`src/rtl/frame_builder_pkg.sv`:
```
// Shared frame-builder definitions: tile geometry, entity descriptor layout
// and the no-entity sentinels used by both the DCU and the sprite renderer.
package frame_builder_pkg;

  localparam int unsigned UPSCALE_FACTOR = 5;
  localparam int unsigned TILE_SIZE      = 8;
  localparam int unsigned TILE_LEN_PIXEL = UPSCALE_FACTOR * TILE_SIZE;
  localparam int unsigned SCREEN_SIZE_H  = 16;
  localparam int unsigned SCREEN_SIZE_V  = 12;

  localparam int unsigned DESC_W     = 9;
  localparam int unsigned ROW_LSB    = 6;
  localparam int unsigned ROW_W      = 3;
  localparam int unsigned ID_LSB     = 2;
  localparam int unsigned ID_W       = 4;
  localparam int unsigned ORIENT_LSB = 0;
  localparam int unsigned ORIENT_W   = 2;
  localparam int unsigned ROM_ADDR_W = ID_W + ROW_W;

  localparam logic [DESC_W-1:0] NO_ENTITY      = 9'h1FF;
  localparam logic [ID_W-1:0]   ENTITY_ID_NONE = 4'hF;

  typedef enum logic [ORIENT_W-1:0] {
    ORIENT_NONE    = 2'b00,
    ORIENT_HMIRROR = 2'b01,
    ORIENT_VMIRROR = 2'b10,
    ORIENT_BOTH    = 2'b11
  } orient_e;

  typedef struct packed {
    logic [ROW_W-1:0] row;
    logic [ID_W-1:0]  id;
    orient_e          orient;
  } entity_desc_t;

  function automatic logic mirror_h(input orient_e o);
    return (o == ORIENT_HMIRROR) || (o == ORIENT_BOTH);
  endfunction

  function automatic logic mirror_v(input orient_e o);
    return (o == ORIENT_VMIRROR) || (o == ORIENT_BOTH);
  endfunction

  function automatic logic [ROW_W-1:0] mirror_idx(input logic [ROW_W-1:0] idx,
                                                  input logic             en);
    return en ? (ROW_W'(TILE_SIZE - 1) - idx) : idx;
  endfunction

endpackage

```
`src/rtl/sprite_rom.sv`:
```
// Combinational sprite ROM: {ID, row} -> 8-bit sprite row, bit 7 leftmost.
// Each glyph is packed as 64 bits with row 0 in the most significant byte.
module sprite_rom
  import frame_builder_pkg::*;
(
  input  logic [ROM_ADDR_W-1:0] addr,
  output logic [7:0]            data
);

  logic [ID_W-1:0]  id;
  logic [ROW_W-1:0] row;
  logic [63:0]      glyph;

  assign id  = addr[ROM_ADDR_W-1:ROW_W];
  assign row = addr[ROW_W-1:0];

  always_comb begin
    glyph = '0;
    case (id)
      4'd0:    glyph = '1;
      4'd1:    glyph = 64'h8040_2010_0804_0201;
      4'd2:    glyph = 64'h3C7E_FFFF_FFFF_7E3C;
      4'd3:    glyph = 64'h66FF_FFFF_7E3C_1800;
      4'd4:    glyph = 64'hFF81_8181_8181_81FF;
      4'd5:    glyph = 64'h1818_18FF_FF18_1818;
      4'd6:    glyph = 64'h080C_FEFF_FFFE_0C08;
      4'd7:    glyph = 64'hAA55_AA55_AA55_AA55;
      4'd8:    glyph = 64'h3C42_8181_8181_423C;
      4'd9:    glyph = 64'h183C_7EFF_FF7E_3C18;
      4'd10:   glyph = 64'hCCCC_CCCC_CCCC_CCCC;
      4'd11:   glyph = 64'hFF00_FF00_FF00_FF00;
      4'd12:   glyph = 64'h3C42_A581_A599_423C;
      4'd13:   glyph = 64'hFFFF_1818_1818_1818;
      4'd14:   glyph = 64'hC3E7_7E3C_3C7E_E7C3;
      default: glyph = '0;
    endcase
    // Row 0 sits in the top byte, so the byte offset is (7 - row) * 8.
    data = glyph[{~row, 3'b000} +: 8];
  end

endmodule

```
`src/rtl/sprite_pixel_renderer.sv`:
```
// Entity-path pixel back end: tracks the column inside the current tile,
// mirrors and fetches the sprite row, and emits foreground bit and entity ID.
module sprite_pixel_renderer #(
  parameter int unsigned UPSCALE_FACTOR = 5,
  parameter int unsigned TILE_SIZE      = 8,
  parameter int unsigned SCREEN_H_PIX   = 640,
  parameter int unsigned SCREEN_V_PIX   = 480
) (
  input  logic       clk,
  input  logic       reset,
  input  logic [8:0] entity_in,
  input  logic [9:0] counter_H,
  input  logic [9:0] counter_V,
  output logic       pixel_on,
  output logic       entity_hit,
  output logic [3:0] entity_id
);

  import frame_builder_pkg::*;

  localparam int unsigned SUB_W = (UPSCALE_FACTOR > 1) ? $clog2(UPSCALE_FACTOR) : 1;
  localparam int unsigned COL_W = ROW_W;

  entity_desc_t desc;
  assign desc = entity_desc_t'(entity_in);

  // Column tracker
  logic [SUB_W-1:0] sub_q, sub_d, sub_eff;
  logic [COL_W-1:0] col_q, col_d, col_eff;

  // Stage 0 (decode) and stage 1 (fetch) registers
  logic [ROW_W-1:0] row0_q, row0_d;
  logic [COL_W-1:0] col0_q, col0_d;
  logic [ID_W-1:0]  id0_q, id0_d;
  logic             valid0_q, valid0_d;

  logic [7:0]       rowbyte_q, rowbyte_d;
  logic [COL_W-1:0] col1_q, col1_d;
  logic [ID_W-1:0]  id1_q, id1_d;
  logic             valid1_q, valid1_d;

  logic [7:0]       rom_data;

  // counter_H == 0 forces the tracker to (0,0) in the same cycle, which also
  // recovers from a reset released mid-line.
  always_comb begin
    sub_eff = (counter_H == '0) ? '0 : sub_q;
    col_eff = (counter_H == '0) ? '0 : col_q;
    sub_d   = sub_eff + SUB_W'(1);
    col_d   = col_eff;
    if (sub_eff == SUB_W'(UPSCALE_FACTOR - 1)) begin
      sub_d = '0;
      col_d = (col_eff == COL_W'(TILE_SIZE - 1)) ? '0 : col_eff + COL_W'(1);
    end
  end

  always_comb begin
    row0_d   = mirror_idx(desc.row, mirror_v(desc.orient));
    col0_d   = mirror_idx(col_eff, mirror_h(desc.orient));
    id0_d    = desc.id;
    valid0_d = (entity_in != NO_ENTITY)
             && (32'(counter_H) < SCREEN_H_PIX)
             && (32'(counter_V) < SCREEN_V_PIX);
  end

  sprite_rom u_sprite_rom (
    .addr (ROM_ADDR_W'({id0_q, row0_q})),
    .data (rom_data)
  );

  always_comb begin
    rowbyte_d = rom_data;
    col1_d    = col0_q;
    id1_d     = id0_q;
    valid1_d  = valid0_q;
  end

  always_ff @(posedge clk or negedge reset) begin
    if (!reset) begin
      sub_q     <= '0;
      col_q     <= '0;
      row0_q    <= '0;
      col0_q    <= '0;
      id0_q     <= ENTITY_ID_NONE;
      valid0_q  <= 1'b0;
      rowbyte_q <= '0;
      col1_q    <= '0;
      id1_q     <= ENTITY_ID_NONE;
      valid1_q  <= 1'b0;
    end else begin
      sub_q     <= sub_d;
      col_q     <= col_d;
      row0_q    <= row0_d;
      col0_q    <= col0_d;
      id0_q     <= id0_d;
      valid0_q  <= valid0_d;
      rowbyte_q <= rowbyte_d;
      col1_q    <= col1_d;
      id1_q     <= id1_d;
      valid1_q  <= valid1_d;
    end
  end

  // Outputs depend only on stage-1 registers; ~col is 7 - col for 3 bits.
  assign pixel_on   = valid1_q & rowbyte_q[~col1_q];
  assign entity_hit = valid1_q;
  assign entity_id  = valid1_q ? id1_q : ENTITY_ID_NONE;

endmodule

```
`config.mk`:
```
export PLATFORM = sky130hd
export DESIGN_NAME = sprite_pixel_renderer
export DESIGN_NICKNAME = d
export VERILOG_FILES = /design/src/rtl/frame_builder_pkg.sv /design/src/rtl/sprite_rom.sv /design/src/rtl/sprite_pixel_renderer.sv
export SDC_FILE = /design/constraint.sdc
export NUM_CORES = 1
export LEC_CHECK = 0
export CAP_MARGIN = 10
export CORE_MARGIN = 2
export CORE_UTILIZATION = 55
export CTS_CLUSTER_SIZE = 16
export DETAILED_ROUTE_END_ITERATION = 10
export DONT_BUFFER_PORTS = 1
export PLACE_DENSITY = 0.7
export SYNTH_ARGS = -nofsm -noshare
export SYNTH_HDL_FRONTEND = slang
export SYNTH_SLANG_ARGS = --single-unit
```
`constraint.sdc`:
```
create_clock -name clk -period 7.9 [get_ports clk]
set_input_delay 0.79 -clock clk [delete_from_list [all_inputs] [get_ports clk]]
set_output_delay 0.79 -clock clk [all_outputs]
set_load 0.02 [all_outputs]
```
==> flow_metrics.tcl, run 1 <==
set metrics [dict create \
    status "finished, final reports clean" \
    totalNegativeSetupSlack_ns 0 \
    clockBufferDepth 2 \
    cts_root_buf "clkbuf_8" \
    dpl.hpwl_um 5250 \
    grt_max_degree 78 \
    cellLeakagePower_nw 1.13 \
    r2r-start "id0_q[1]" \
    cts_resized 0 \
    wl_per_cell_um 19.4 \
    dieArea_um2 5740 \
    max_cap_viol_count 0 \
    drt-total-wl_um 7740 \
    grt_use_total 0.276 \
    finalNetCount 368 \
    avgSynthCellArea_um2 8.21 \
    cp-startpoint "id0_q[1]" \
    start_kind "register" \
    swShare 0.350 \
    critPathSlowestCell "dfstp_2" \
    tightest_slew_ns 0.823 \
    endpoint_kind "register" \
    cts_tree "built" \
    mostFrequentLayoutCells "nand2_1, dfrtp_1, a21oi_1, nor2_1, o21ai_0" \
    final_common_cell "nand2_1" \
    overflow 0 \
    holdBufCountCts 0 \
    grt_pass1_vias 2315 \
    vdd_drop_max_v 0.000133 \
    final-max-slew-violation-count 0 \
    synth_simple_gate_area_frac 0.242 \
    p_comb_frac 0.354 \
    rsz0062_at_grt "no" \
    numCtsBuffers 5 \
    setup_viol 0 \
    clk_latency_ns 0.28 \
    ios 37 \
    io_buffers 0 \
    synth_compound_area_frac 0.266 \
    p_sw_uw 198 \
    hold_class "primary input to async pin" \
    seqPwrFrac 0.438 \
    syn_inst 345 \
    min_period_ns 3.33 \
    synth_xor_area_frac 0.0309 \
    ys_warn_count 0 \
    path_cells "inv_1 > ha_1 > and2b_1 > o311ai_0 > o32ai_1 > nor4_1" \
    whs_ns 0.203 \
    finalCritPeriodShare 0.421 \
    core_region_area_um2 5040 \
    synth_seq_cells 33 \
    drcViolationCount 0 \
    async_reset_ff_frac 1.00 \
    ant_nets 0 \
    cts.sinks 33 \
    syn_area_um2 2830 \
    fp.dieW_um 75.8 \
    start_util 0.562 \
    first_pass_iters 5 \
    drive_gt1_frac 0.110 \
    fillers 470 \
    criticalPathCategory "register to register" \
    vias 2704 \
    synth_top_family_by_area "compound AO/OA/AOI/OAI gates" \
    antenna_cells 0 \
    synthAdderAreaFrac 0.0442 \
    crit_required_ns 8.04 \
    synth.area.mux_share 0.0645 \
    yosysSeqAreaShare 0.295 \
    cts_htree_levels 2 \
    fp.dieH_um 75.8 \
    synth_cell_types 63 \
    grt_first_pass_wirelength_um 12000 \
    via_per_inst 6.79 \
    synth_fp_nets 386 \
    fmax_mhz 301 \
    syn_to_final_growth_pct 2.74 \
    finalHoldViolCount 0 \
    fp-row-count 26 \
    final_util 0.577 \
    power_density_nw_per_um2 194 \
    max_stage_delay_ns 0.80 \
    maxSlewHeadroom 0.451 \
    fin_skew_ns 0.00554 \
    synth_edf_count 0 \
    path_clk_slew_ns 0.07 \
    ys.flop_type "dfrtp_1" \
    initialDrtViolationCount 472 \
    p_clk_frac 0.208 \
    antenna_found_initial 0 \
    critPathMaxFanout 20 \
    place_congestion 1.03 \
    post_cts_buffers 0 \
    p_int_uw 367 \
    arrival_ns 3.47 \
]
[registers in the layout, summed over array words and instances (netlist names)]
signal	flops
col0_q	3
col_q	3
col1_q	3
id0_q	4
row0_q	3
rowbyte_q	8
entity_hit	1
sub_q	3
valid0_q	1
id1_q	4
[cell type report]
type | count | area (µm²) | share of cell area
clock inverter | 3 | 17.5 | 0.00602
tap | 70 | 87.6 | 0.0301
timing repair buffer | 3 | 22.5 | 0.00774
multi-input combinational | 273 | 1840 | 0.631
inverter | 11 | 41.3 | 0.0142
sequential | 33 | 836 | 0.287
clock buffer | 5 | 68.8 | 0.0237
[power by group through the flow]
stage | combinational [mW] | clock [mW] | sequential [mW]
floorplan | 0.168 | 0 | 0.237
detailed placement | 0.196 | 0 | 0.251
CTS | 0.197 | 0.123 | 0.247
global placement | 0.195 | 0 | 0.249
global route | 0.222 | 0.131 | 0.254
finish | 0.200 | 0.118 | 0.248
[synthesized netlist by cell type, types with 2 or more instances]
cell,number,area [µm²]
nand2_1,36,135
dfrtp_1,25,626
a21oi_1,20,100
nor2_1,18,67.6
o21ai_0,18,90.1
nand2b_1,16,100
clkbuf_1,15,56.3
nand3_1,15,75.1
nor3_1,12,60.1
buf_2,11,55.1
a31oi_1,10,62.6
ha_1,10,125
dfstp_2,8,210
inv_1,8,30.0
nor2b_1,8,50.1
a311oi_1,7,61.3
mux2i_1,7,70.1
xnor2_1,7,61.3
a211o_1,5,43.8
a211oi_1,5,37.5
and2_1,5,31.3
o311ai_0,5,43.8
or2_2,5,31.3
mux4_2,4,90.1
nand4_1,4,25.0
o221ai_1,4,35.0
a221oi_1,3,26.3
nor4_1,3,18.8
o32ai_1,3,26.3
xor2_1,3,26.3
a21o_1,2,15.0
a311o_1,2,20.0
and3_1,2,12.5
buf_1,2,7.51
inv_2,2,7.51
mux2_2,2,22.5
nand3b_1,2,15.0
o2111ai_1,2,17.5
o211ai_1,2,15.0
o31a_1,2,17.5
o31ai_1,2,15.0
or3b_2,2,17.5
[stage by stage]
step           instances  power, mW  setup WS (ns)  cell area, µm²
2_1_floorplan        345      0.405           5.20            2830
3_3_place_gp         390      0.445           4.71            2820
3_5_place_dp         390      0.447           4.74            2820
4_1_cts              398      0.568           4.70            2910
5_1_grt              398      0.607           4.48            2910
6_report             398      0.565           4.57            2910
[logic make-up (layout without fill, tap and decap cells)]
family | after synthesis | count (layout)
AOI/OAI and AO/OA | 106 | 106
xor gates and xnor gates | 10 | 10
adders and majority gates | 10 | 10
buffers and inverters | 39 | 22
DFF | 33 | 33
muxes | 13 | 13
and+or+nand+nor | 134 | 134
[per-layer routing]
metal	wire length, µm	global-route usage
met1	3320	0.428
met2	3430	0.382
met3	864	0.0635
met4	123	0.0663
met5	0	0
[critical path: cells and delay by family, from the launching register on]
kind / cells / cell delay (ns)
fa+ha+maj: 1 / 0.68
buf+inv: 1 / 0.25
flops: 1 / 0.80
simple gates: 2 / 0.72
compound gates: 2 / 0.73
[path summary, 6_finish.rpt]
check                      cells past startpoint  slack, ns           end
setup / recovery                               6       4.57  rowbyte_q[2]
hold / removal                                 0       0.20     col0_q[1]
setup reg to reg                               6       4.57  rowbyte_q[2]
hold reg to reg                                0       0.35     col1_q[2]
max in group asynchronous                      0       7.52      id0_q[0]
min in group clk                               0       0.35     col1_q[2]
(Power assumes the default switching activity.)
==> inputs of run 2 (changes only) <==
--- a/config.mk
+++ b/config.mk
@@ -11,7 +11,7 @@
 export CTS_CLUSTER_SIZE = 16
 export DETAILED_ROUTE_END_ITERATION = 10
 export DONT_BUFFER_PORTS = 1
-export PLACE_DENSITY = 0.7
+export PLACE_DENSITY = 0.73
 export SYNTH_ARGS = -nofsm -noshare
 export SYNTH_HDL_FRONTEND = slang
 export SYNTH_SLANG_ARGS = --single-unit
==> constraint.sdc (replaced) <==
create_clock -name clk -period 2.95 [get_ports clk]
set_input_delay 0.295 -clock clk [delete_from_list [all_inputs] [get_ports clk]]
set_output_delay 0.295 -clock clk [all_outputs]
set_load 0.02 [all_outputs]
==> flow_metrics.tcl, run 2 (synthesis results as in run 1) <==
set metrics [dict create \
    ios 37 \
    grt_max_degree 35 \
    maxSlewHeadroom 0.557 \
    wl_per_cell_um 20.7 \
    cts_tree "built" \
    dieArea_um2 5740 \
    crit_required_ns 3.12 \
    overflow 0 \
    fmax_mhz 361 \
    cts_root_buf "clkbuf_8" \
    vdd_drop_max_v 0.000520 \
    fin_cells 415 \
    drive_gt1_frac 0.136 \
    drcViolationCount 0 \
    grt_first_pass_wirelength_um 13000 \
    place_inst 401 \
    fp.dieW_um 75.8 \
    finalHoldViolCount 0 \
    rsz0062_at_grt "no" \
    largest_registers "rowbyte_q (8), id0_q (4), id1_q (4)" \
    final-max-slew-violation-count 0 \
    start_util 0.562 \
    dpl.hpwl_um 6030 \
    initialDrtViolationCount 417 \
    antenna_cells 0 \
    finalNetCount 385 \
    final_util 0.613 \
    min_period_ns 2.77 \
    finalCritPeriodShare 0.938 \
    start_kind "register" \
    critPathMaxFanout 13 \
    grt_pass1_vias 2464 \
    final_common_cell "nand2_1" \
    numCtsBuffers 5 \
    clk_latency_ns 0.29 \
    via_per_inst 6.81 \
    fp.dieH_um 75.8 \
    fin_skew_ns 0.00808 \
    first_pass_iters 5 \
    ant_nets 0 \
    min_from "counter_V[9]" \
    setup_viol 0 \
    path_clk_slew_ns 0.07 \
    top_register "rowbyte_q" \
    drt-total-wl_um 8580 \
    cts_htree_levels 2 \
    hold_depth 1 \
    p_comb_frac 0.345 \
    swShare 0.334 \
    totalNegativeSetupSlack_ns 0 \
    core_region_area_um2 5040 \
    endpoint_kind "register" \
    max_cap_viol_count 0 \
    power_mw 1.67 \
    power_density_nw_per_um2 541 \
    grt_use_total 0.302 \
    clockBufferDepth 2 \
    vias 2826 \
    holdPathEnd "valid0_q" \
    seqPwrFrac 0.398 \
    syn_to_final_growth_pct 9.19 \
    hold_class "primary input to register" \
    criticalPathCategory "register to register" \
    worstReg2RegEnd "rowbyte_q[3]" \
    status "finished, final reports clean" \
    place_congestion 0.993 \
    reg2regPathDepth 7 \
    io_buffers 0 \
    r2r-start "id0_q[1]" \
    tightest_slew_ns 0.657 \
    p_int_mw 1.11 \
    mostFrequentLayoutCells "nand2_1, dfrtp_1, a21oi_1, nor2_1, o21ai_0" \
    p_clk_frac 0.257 \
    cellLeakagePower_nw 1.22 \
    antenna_found_initial 0 \
    fp-row-count 26 \
    largest_reg_flops 8 \
    p_sw_uw 559 \
    arrival_ns 2.94 \
    reg2reg_slack_ns 0.18 \
    cts.sinks 33 \
]
[run 2: changes by cell type in the layout (fill, tap and decap cells not counted)]
cell and delta:
clkinvlp_4 -1, clkinv_2 -2, clkbuf_8 +1, buf_4 +11, bufinv_16 +1, clkbuf_1 +1
buf_12 +1, dlygate4sd3_1 +5
[run 2: through the flow]
stage,hold slack [ns],area (µm²),setup WS (ns)
2_1_floorplan,-0.000591,2830,0.248
3_3_place_gp,0.0000259,2910,0.332
3_5_place_dp,0.000154,2910,0.271
4_1_cts,0.00456,3060,0.251
5_1_grt,0.0752,3090,0.0660
6_report,0.0797,3090,0.184
[run 2: worst max path at each step]
stage / end / start / cells past startpoint
6_report: rowbyte_q[3] / id0_q[1] / 7
5_1_grt: rowbyte_q[2] / id0_q[1] / 6
4_1_cts: rowbyte_q[3] / id0_q[1] / 7
3_5_place_dp: rowbyte_q[3] / id0_q[1] / 7
3_3_place_gp: rowbyte_q[3] / id0_q[1] / 7
2_1_floorplan: rowbyte_q[3] / id0_q[0] / 8
[run 2: final cells by class]
cell class / count / area (µm²)
flip-flops and latches: 33 / 836
clock inverters: 1 / 30.0
well taps: 70 / 87.6
inverters: 11 / 41.3
multi-input cells: 273 / 1840
fillers: 446 / 1950
repair buffers: 20 / 175
clock buffers: 7 / 86.3
[run 2: critical path: stages (launching register included)]
cell and delay, ns:
dfstp_2 0.65, inv_1 0.18, ha_1 0.34, buf_4 0.21
nor2_1 0.13, mux4_2 0.48, o31a_1 0.29, a2111oi_2 0.38
[run 2: timing repair]
| action | 4_1_cts | 5_1_grt |
|---|---|---|
| gates resized for setup | 0 | 0 |
| endpoints found under the hold margin | 34 | 3 |
| hold buffers | 3 | 3 |
| setup buffers | 0 | 0 |
[run 2: routing by layer]
| layer | up-vias | GRT usage | part of all wire |
|---|---|---|---|
| met5 | - | 0 | 0 |
| met1 | 1288 | 0.451 | 0.41 |
| met2 | 218 | 0.423 | 0.44 |
| li1 | 1284 | - | - |
| met4 | 0 | 0.115 | 0.040 |
| met3 | 36 | 0.0648 | 0.11 |
[run 2: power groups by stage]
| stage | registers [mW] | clock network [mW] | logic, mW |
|---|---|---|---|
| floorplan | 0.635 | 0 | 0.450 |
| CTS | 0.666 | 0.437 | 0.563 |
| finish | 0.666 | 0.429 | 0.577 |
| global route | 0.683 | 0.461 | 0.633 |
| global placement | 0.670 | 0 | 0.538 |
| detailed placement | 0.675 | 0 | 0.546 |
==> inputs of run 3 (changes only) <==
--- a/config.mk
+++ b/config.mk
@@ -14,4 +14,5 @@
 export PLACE_DENSITY = 0.73
 export SYNTH_ARGS = -nofsm -noshare
 export SYNTH_HDL_FRONTEND = slang
+export SYNTH_HIERARCHICAL = 1
 export SYNTH_SLANG_ARGS = --single-unit
==> constraint.sdc (replaced) <==
create_clock -name clk -period 2.95 [get_ports clk]
set_input_delay 0.295 -clock clk [delete_from_list [all_inputs] [get_ports clk]]
set_output_delay 0.295 -clock clk [all_outputs]
set_load 0.05 [all_outputs]
==> flow_metrics.tcl, run 3 <==
set metrics [dict create \
    clk_latency_ns 0.28 \
    largest_reg_flops 8 \
    overflow 0 \
    synth_simple_gate_area_frac 0.207 \
    rsz0062_at_grt "no" \
    grt_first_pass_wirelength_um 13000 \
    arrival_ns 2.83 \
    hold_class "primary input to register" \
    design_area_um2 3040 \
    clockBufferDepth 2 \
    cts_root_buf "clkbuf_8" \
    ant_nets 0 \
    placed_area_um2 2910 \
    path_cells "inv_2 > ha_1 > nand2b_1 > o21ai_2 > a221o_1 > o311ai_1 > o311a_1" \
    power_density_nw_per_um2 527 \
    r2r-start "id0_q[1]" \
    vias 2820 \
    max_stage_delay_ns 0.75 \
    synthAdderAreaFrac 0.0425 \
    critPathMaxFanout 17 \
    grt_pass1_vias 2590 \
    cts_resized 0 \
    path_clk_slew_ns 0.06 \
    status "finished, final reports clean" \
    finalNetCount 384 \
    worstReg2RegEnd "rowbyte_q[6]" \
    start_util 0.572 \
    ys_warn_count 6 \
    start_kind "register" \
    synth_xor_area_frac 0.0383 \
    antenna_found_initial 0 \
    synth_top_area_share 0.213 \
    ys.flop_type "dfrtp_1" \
    synth_common_cells "a21oi_1, nor2_1, dfrtp_1, o21ai_0, nand2_1" \
    dpl.hpwl_um 5440 \
    fmax_mhz 381 \
    crit_family "compound AO/OA/AOI/OAI gates" \
    avgSynthCellArea_um2 8.29 \
    fp-row-count 26 \
    yosysMostFrequentCell "a21oi_1" \
    final_common_cell "a21oi_1" \
    place_congestion 0.953 \
    reg2reg_slack_ns 0.33 \
    critPathSlowestCell "dfstp_2" \
    cts_tree "built" \
    endpoint_kind "register" \
    initialDrtViolationCount 479 \
    grt_use_total 0.271 \
    crit_buf_inv 1 \
    setup_viol 0 \
    io_buffers 0 \
    synth_edf_count 0 \
    ios 37 \
    cellLeakagePower_nw 1.18 \
    synth_area_leaders "dfrtp_1, dfstp_2, a21oi_1, ha_1, o21ai_0" \
    via_per_inst 6.81 \
    use_met2 0.397 \
    antenna_cells 0 \
    synth_top_family_by_area "compound AO/OA/AOI/OAI gates" \
    grt_max_degree 44 \
    max_cap_viol_count 0 \
    grt.met1_usage 0.388 \
    hold_depth 0 \
    largest_registers "rowbyte_q (8), id0_q (4), id1_q (4)" \
    synth_cell_types 72 \
    netlist.top_cell.by_area "dfrtp_1" \
    finalHoldViolCount 0 \
    mostFrequentLayoutCells "a21oi_1, nor2_1, o21ai_0, dfrtp_1, nand2_1" \
    syn_to_final_growth_pct 3.40 \
    reg2regPathDepth 7 \
    met3_usage 0.0671 \
    criticalPathCategory "register to register" \
    drcViolationCount 0 \
    async_reset_ff_frac 1.00 \
    min_from "entity_in[4]" \
    cts.sinks 33 \
    final-max-slew-violation-count 0 \
    fp.dieH_um 77.1 \
    syn_area_um2 2940 \
    min_period_ns 2.62 \
    syn_inst 355 \
    yosysSeqAreaShare 0.284 \
    synth_compound_area_frac 0.300 \
    dieArea_um2 5950 \
    numCtsBuffers 5 \
    synth_seq_cells 33 \
    fp.dieW_um 77.1 \
    first_pass_iters 8 \
    tightest_slew_ns 0.713 \
    finalCritPeriodShare 0.889 \
    wl_per_cell_um 19.1 \
    synth_fp_nets 396 \
    drt-total-wl_um 7890 \
    busiest_layer "met2" \
    core_region_area_um2 5140 \
    totalNegativeSetupSlack_ns 0 \
    post_cts_buffers 0 \
    holdPathEnd "id0_q[2]" \
    cts_htree_levels 2 \
    fin_skew_ns 0.00925 \
    vdd_drop_max_v 0.000391 \
    synth.area.mux_share 0.0366 \
    top_register "rowbyte_q" \
    crit_required_ns 3.16 \
    maxSlewHeadroom 0.525 \
    drive_gt1_frac 0.131 \
]
run 3: cell types whose count changed in the layout (fill, tap and decap cells not counted), sizes merged, moves of 3 or more:
cell / previous run / this run
dlygate4sd3: 5 / 2
nand2: 36 / 23
inv: 10 / 13
nand2b: 16 / 12
o21ai: 18 / 29
a21oi: 20 / 32
xor2: 3 / 7
a211o: 5 / 0
nor2: 18 / 28
nor3: 12 / 9
mux2i: 7 / 4
run 3: how the worst max path moves through the flow:
| stage | from | end | slack [ns] | cells after the start |
|---|---|---|---|---|
| 3_5_place_dp | id0_q[1] | rowbyte_q[6] | 0.40 | 7 |
| 3_3_place_gp | id0_q[1] | rowbyte_q[6] | 0.46 | 7 |
| 5_1_grt | id0_q[1] | rowbyte_q[6] | 0.25 | 7 |
| 6_report | id0_q[1] | rowbyte_q[6] | 0.33 | 7 |
| 2_1_floorplan | id0_q[0] | rowbyte_q[6] | 0.59 | 9 |
| 4_1_cts | id0_q[1] | rowbyte_q[6] | 0.37 | 7 |
run 3: per-stage QoR:
stage                     setup WS (ns)   util  cells  total power, mW  hold WS [ns]
after CTS                         0.367  0.590    413             1.60       0.00696
final                             0.327  0.592    414             1.60        0.0134
after detailed placement          0.398  0.566    403             1.25      0.000489
after global routing              0.254  0.592    414             1.71       0.00195
after global placement            0.459  0.566    403             1.22      0.000513
after floorplan                   0.592      -    355             1.13     -0.000591
run 3: area by class of cell:
cell class	instances	area [µm²]
Fill cell	494	2100
Multi-Input combinational cell	275	1840
Sequential cell	33	836
Timing Repair Buffer	15	143
Clock buffer	8	90.1
Tap cell	70	87.6
Inverter	13	48.8
run 3: layer usage:
| metal | part of all wire | wire length [µm] |
|---|---|---|
| met1 | 0.43 | 3420 |
| met4 | 0.033 | 261 |
| met5 | 0 | 0 |
| met2 | 0.44 | 3480 |
| met3 | 0.093 | 733 |
run 3: kinds of logic (layout without fill, tap and decap cells):
| family | after synthesis | after routing |
|---|---|---|
| AO/OA/AOI/OAI | 128 | 128 |
| buffers and inverters | 47 | 36 |
| XOR/XNOR | 12 | 12 |
| AND/OR/NAND/NOR | 117 | 117 |
| adder cells (fa/ha/maj) | 10 | 10 |
| multiplexers | 8 | 8 |
| flip-flops | 33 | 33 |
run 3: report_power, final:
group | switching [mW] | internal [mW] | leakage (nW)
Sequential | 0.0852 | 0.577 | 0.380
Combinational | 0.350 | 0.254 | 0.757
Clock | 0.147 | 0.190 | 0.0455
Total | 0.582 | 1.02 | 1.18
run 3: what timing repair did:
action                                  4_1_cts  5_1_grt
hold buffers                                  2        1
hold endpoints to repair                     33        1
endpoints found under the setup margin        0        0
